## config.mk

```make
export PLATFORM = sky130hd
export DESIGN_NAME = hazard_ctrl_unit
export DESIGN_NICKNAME = d
export VERILOG_FILES = /design/src/rtl/hazard_ctrl_unit.sv
export SDC_FILE = /design/constraint.sdc
export NUM_CORES = 1
export LEC_CHECK = 0
export ABC_CLOCK_PERIOD_IN_PS = 6850
export CAP_MARGIN = 20
export CORE_UTILIZATION = 48
export CTS_CLUSTER_DIAMETER = 60
export CTS_CLUSTER_SIZE = 12
export DETAILED_ROUTE_END_ITERATION = 16
export PLACE_DENSITY_LB_ADDON = 0.25
export SLEW_MARGIN = 20
export SYNTH_ARGS = -nofsm -noshare
export SYNTH_HDL_FRONTEND = slang
export SYNTH_SLANG_ARGS = --single-unit
```

## constraint.sdc

```tcl
create_clock -name clk -period 6.85 [get_ports clk]
set_input_delay 1.7125 -clock clk [delete_from_list [all_inputs] [get_ports clk]]
set_output_delay 1.7125 -clock clk [all_outputs]
set_load 0.005 [all_outputs]
```

## src/rtl/hazard_ctrl_unit.sv

```systemverilog
// Pipeline hazard controller for the 5-stage RV32I core: memory freeze, MDU hold,
// taken-branch flush and multi-bubble load-use interlock, plus stall/flush counters.
module hazard_ctrl_unit #(
  parameter int unsigned REG_AW     = 5,
  parameter int unsigned LOAD_STALL = 1,
  parameter int unsigned CNT_W      = 16
) (
  input  logic              clk,
  input  logic              rst_n,
  input  logic [REG_AW-1:0] id_rs1,
  input  logic [REG_AW-1:0] id_rs2,
  input  logic              id_use_rs1,
  input  logic              id_use_rs2,
  input  logic              ex_mem_read,
  input  logic [REG_AW-1:0] ex_rd,
  input  logic              ex_branch_taken,
  input  logic              mdu_start,
  input  logic              mdu_done,
  input  logic              mem_wait,
  output logic              pc_write,
  output logic              if_id_write,
  output logic              if_id_flush,
  output logic              id_ex_write,
  output logic              id_ex_sel,
  output logic              ex_mem_sel,
  output logic              ex_mem_write,
  output logic [CNT_W-1:0]  stall_cnt,
  output logic [CNT_W-1:0]  flush_cnt
);

  localparam int unsigned LU_W = (LOAD_STALL > 1) ? $clog2(LOAD_STALL) : 1;

  typedef enum logic [2:0] {
    RUN,
    LOAD_USE,
    FLUSH,
    MDU_HOLD,
    FREEZE
  } mode_t;

  logic [LU_W-1:0] luCnt;
  logic            mduBusy;
  logic            luHazard;
  logic            mduHold;
  mode_t           mode;

  // A load in EX whose destination feeds the ID instruction; x0 never counts.
  assign luHazard = ex_mem_read && (ex_rd != '0) &&
                    ((id_use_rs1 && (ex_rd == id_rs1)) ||
                     (id_use_rs2 && (ex_rd == id_rs2)));

  // The mdu_done cycle is not a hold: the result moves on into EX/MEM.
  assign mduHold = mdu_start || (mduBusy && !mdu_done);

  // Mode decode, highest priority first.
  always_comb begin
    mode = RUN;
    if (mem_wait)                          mode = FREEZE;
    else if (mduHold)                      mode = MDU_HOLD;
    else if (ex_branch_taken)              mode = FLUSH;
    else if (luHazard || (luCnt != '0))    mode = LOAD_USE;
  end

  always_comb begin
    pc_write     = 1'b1;
    if_id_write  = 1'b1;
    if_id_flush  = 1'b0;
    id_ex_write  = 1'b1;
    id_ex_sel    = 1'b0;
    ex_mem_sel   = 1'b0;
    ex_mem_write = 1'b1;
    unique case (mode)
      FREEZE: begin
        pc_write     = 1'b0;
        if_id_write  = 1'b0;
        id_ex_write  = 1'b0;
        ex_mem_write = 1'b0;
      end
      MDU_HOLD: begin
        pc_write    = 1'b0;
        if_id_write = 1'b0;
        id_ex_write = 1'b0;
        ex_mem_sel  = 1'b1;
      end
      FLUSH: begin
        if_id_flush = 1'b1;
        id_ex_sel   = 1'b1;
      end
      LOAD_USE: begin
        pc_write    = 1'b0;
        if_id_write = 1'b0;
        id_ex_sel   = 1'b1;
      end
      default: ;
    endcase
  end

  // Squashing the dependent instruction on a flush also cancels its pending bubbles.
  always_ff @(posedge clk or negedge rst_n) begin
    if (!rst_n) begin
      luCnt     <= '0;
      mduBusy   <= 1'b0;
      stall_cnt <= '0;
      flush_cnt <= '0;
    end else begin
      if (mode != FREEZE) begin
        if (mdu_start)     mduBusy <= 1'b1;
        else if (mdu_done) mduBusy <= 1'b0;

        if (mode == FLUSH)            luCnt <= '0;
        else if (luCnt != '0)         luCnt <= luCnt - LU_W'(1);
        else if (mode == LOAD_USE)    luCnt <= LU_W'(LOAD_STALL - 1);
      end
      if (!pc_write && (stall_cnt != '1))
        stall_cnt <= stall_cnt + CNT_W'(1);
      if ((mode == FLUSH) && (flush_cnt != '1))
        flush_cnt <= flush_cnt + CNT_W'(1);
    end
  end

endmodule

```

==> key figures <==
Worst hold path
  • Worst Hold Path EP: stall_cnt[6]
  • Worst Hold Depth: 1
  • Hold Crit Start: stall_cnt[6]
  • Min-delay worst type: register to register

STA
  • Final Cycle Share: 84.9%
  • Fmax: 172 MHz
  • Setup ws final: between 1 and 1.5 ns
  • WHS: 0.493 ns
  • Slew Viols, Final: 0
  • RSZ-0062 raised after global routing: no
  • Clk_skew: ~0.0055 ns
  • Number of setup violations in the final report: 0
  • Least-Margin Pin Slew: 0.662 ns
  • Final min period: around 5.8 ns
  • Final count of hold timing violations: 0
  • Setup_tns: 0 ns
  • Max-slew headroom: between 50% and 60%

Synthesis
  • Syn_nets: approximately 190
  • Ys flop type: dfrtp_1
  • Number of synthesized flops with an enable pin: 0
  • Yosys warnings: 0
  • Post-Syn Area: 1780 um^2
  • Most common cell in the synthesized netlist: dfrtp_1
  • Post-Synthesis Cells: 168
  • Top cells by area, synth: dfrtp_1 (46%), xor2_1 (10%), xnor2_1 (8.4%)
  • Async set-reset flop share out of synthesis: 100%
  • Sequential fraction of the synthesis area: a little under half
  • Post-synth top cells: dfrtp_1 (33), xor2_1 (21), xnor2_1 (17)
  • Distinct cells, synth: 38
  • Flop and latch count out of synthesis: 33
  • Top-area cell type share of the netlist area: 46.4%
  • Synthesized area per cell: 10.6 um^2
  • Synth area leader: dfrtp_1

Finish
  • Layout cells sized above 1: roughly a tenth
  • Final Cell Area: about 2500 um^2
  • Nets: 260
  • Fill cell count: about 270
  • Syn-to-layout area delta: 41.4%
  • N_diodes: 0

Critical path
  • CP required: 5.14 ns
  • RR Startpoint: flush_cnt[0]
  • Worst r2r dst: flush_cnt[13]
  • CP Launch Type: input port
  • Critical path capture point type: output pin
  • Critical path start-end classification: input port to output pin
  • Arrival @ worst endpoint: approximately 4 ns
  • Worst Path Max Fanout: 16
  • R2R Setup Slk: 4.69 ns
  • Worst Reg-to-Reg Cells: 7

Floorplanning
  • Full die area: approximately 4000 um^2
  • Die Wd: 62.9 um
  • Row cnt: 21
  • Initial core utilization: 51.7%
  • Die H: 62.9 um
  • Core area: 3440 um^2
  • IO Pins: 63

Global route
  • Initial antenna violation count: 0
  • GRT Total Usage: 23.0%
  • GR met1 Demand/Resource: between 20% and 30%
  • Largest net degree at the start of global routing: 34
  • First-pass GRT wire length: 7050 um
  • Gr ovfl total: 0
  • Vias in the first global route: 1,578
  • Met2 usage: between 40 and 50%
  • Most congested layer reported by global routing: met2
  • Global Route met3 Usage: between 7 and 8%

Clock tree
  • CTS buffer count: 5
  • Resized Gates After CTS: 0
  • Clock latency on the worst-skew pair: 0.28 ns
  • Root buffer cell: clkbuf_8
  • CTS Hold Bufs: 0
  • H-tree levels: 2
  • Clk sinks: 33
  • Clk slew on worst S/H paths: 0.07 ns
  • Buffer count from post-CTS setup fixing: 0
  • CTS tree: yes
  • Clock Path Buffers: 2

Route
  • Routed wire length per instance: 14.1 um
  • Drt via density: 5.31
  • Via Count: 1,493
  • Drt total wl: 3960 um
  • Initial DRC count: 97
  • Remaining DRCs: 0
  • First-pass DRT Iterations: 4
  • DRT antenna net count: 0

Placement
  • GPL Wtd Cong: between 0.8 and 0.9
  • Area after DPL: 2430 um^2
  • IO buf count: 62
  • Worst slack, placed: 1.03 ns
  • Half-perimeter wire length after detailed placement: between 3000 and 4000 um

Power
  • Power density over the cells: 266 nW/um^2
  • P_leak: between 0.001 and 0.0015 uW
  • Worst vdd ir: 0.000146 V
  • Total power after layout: 670 uW

Status
  • Run status: completed

Flow run
  • Max-cap violation count: 0
[power breakdown]
group / switching (uW) / internal (uW)
registers: 67.1 / 242
clock network: 70.2 / 70.3
logic: 79.4 / 141
total: 217 / 453
[state kept, by name, summed over array words and instances, names as in the netlist]
name	count
flush_cnt	16
mduBusy	1
stall_cnt	16
[layout by cell type, fill, tap and decap left out, types with 2 or more instances in the layout]
cell type,count
mux2_1,2
o21ai_0,2
ha_1,2
nand2_1,13
nor2_1,10
or4_1,3
inv_1,6
dfrtp_1,33
nor3_2,3
clkdlybuf4s50_1,62
xor2_1,21
nor4_1,2
and2_1,2
nor3_1,9
clkbuf_8,5
xnor2_1,17
nand3_1,9
a21oi_1,2
nor2_2,2
nand4_1,8
and3_1,2
clkinv_2,2
[per-layer routing]
layer	part of all wire, %	wire (um)	vias to the layer above
met4	1.6	65	0
met2	53	2100	44
met5	0	0	-
met1	41	1620	723
li1	-	-	718
met3	4.4	175	8
[worst max-delay path by stage]
stage                     startpoint          end  slack (ns)  cells after the start
after floorplan             ex_rd[1]     pc_write        2.23                      6
final                       ex_rd[1]     pc_write        1.04                      6
after global placement      ex_rd[1]     pc_write        1.07                      6
after global routing        ex_rd[1]     pc_write        0.90                      6
after CTS                   ex_rd[1]  if_id_write        1.03                      6
after detailed placement    ex_rd[1]  if_id_write        1.03                      6
[through the flow]
step | instances | utilization, %
after global placement | 273 | 70.7
after global routing | 281 | 73.1
after floorplan | 168 | -
after CTS | 281 | 73.1
after detailed placement | 273 | 70.7
final | 281 | 73.1
[worst max-delay path: stages]
cell             delay [ns]
clkdlybuf4s50_1        0.46
or4_1                  0.54
nor2_1                 0.14
nor3b_2                0.08
a21oi_2                0.53
clkdlybuf4s50_1        0.63
[cell families (layout without fill, tap and decap cells)]
family                     after synthesis  count (layout)  share of synthesized area, %
adders and majority gates                2               2                          1.41
buffers and inverters                   10              77                          3.02
xor gates and xnor gates                38              38                          18.7
muxes                                    3               3                          1.90
DFF                                     33              33                          46.4
and+or+nand+nor                         74              74                          25.2
AOI/OAI and AO/OA                        8               8                          3.31
[area by class of cell]
class,instances,area [um^2],area share (%)
timing repair buffer,63,628,25.0
inverter,6,22.5,0.895
sequential,33,826,32.8
tap,46,57.6,2.29
multi-input combinational,125,900,35.8
clock inverter,2,10.0,0.398
clock buffer,6,72.6,2.88
(Power assumes the default switching activity.)
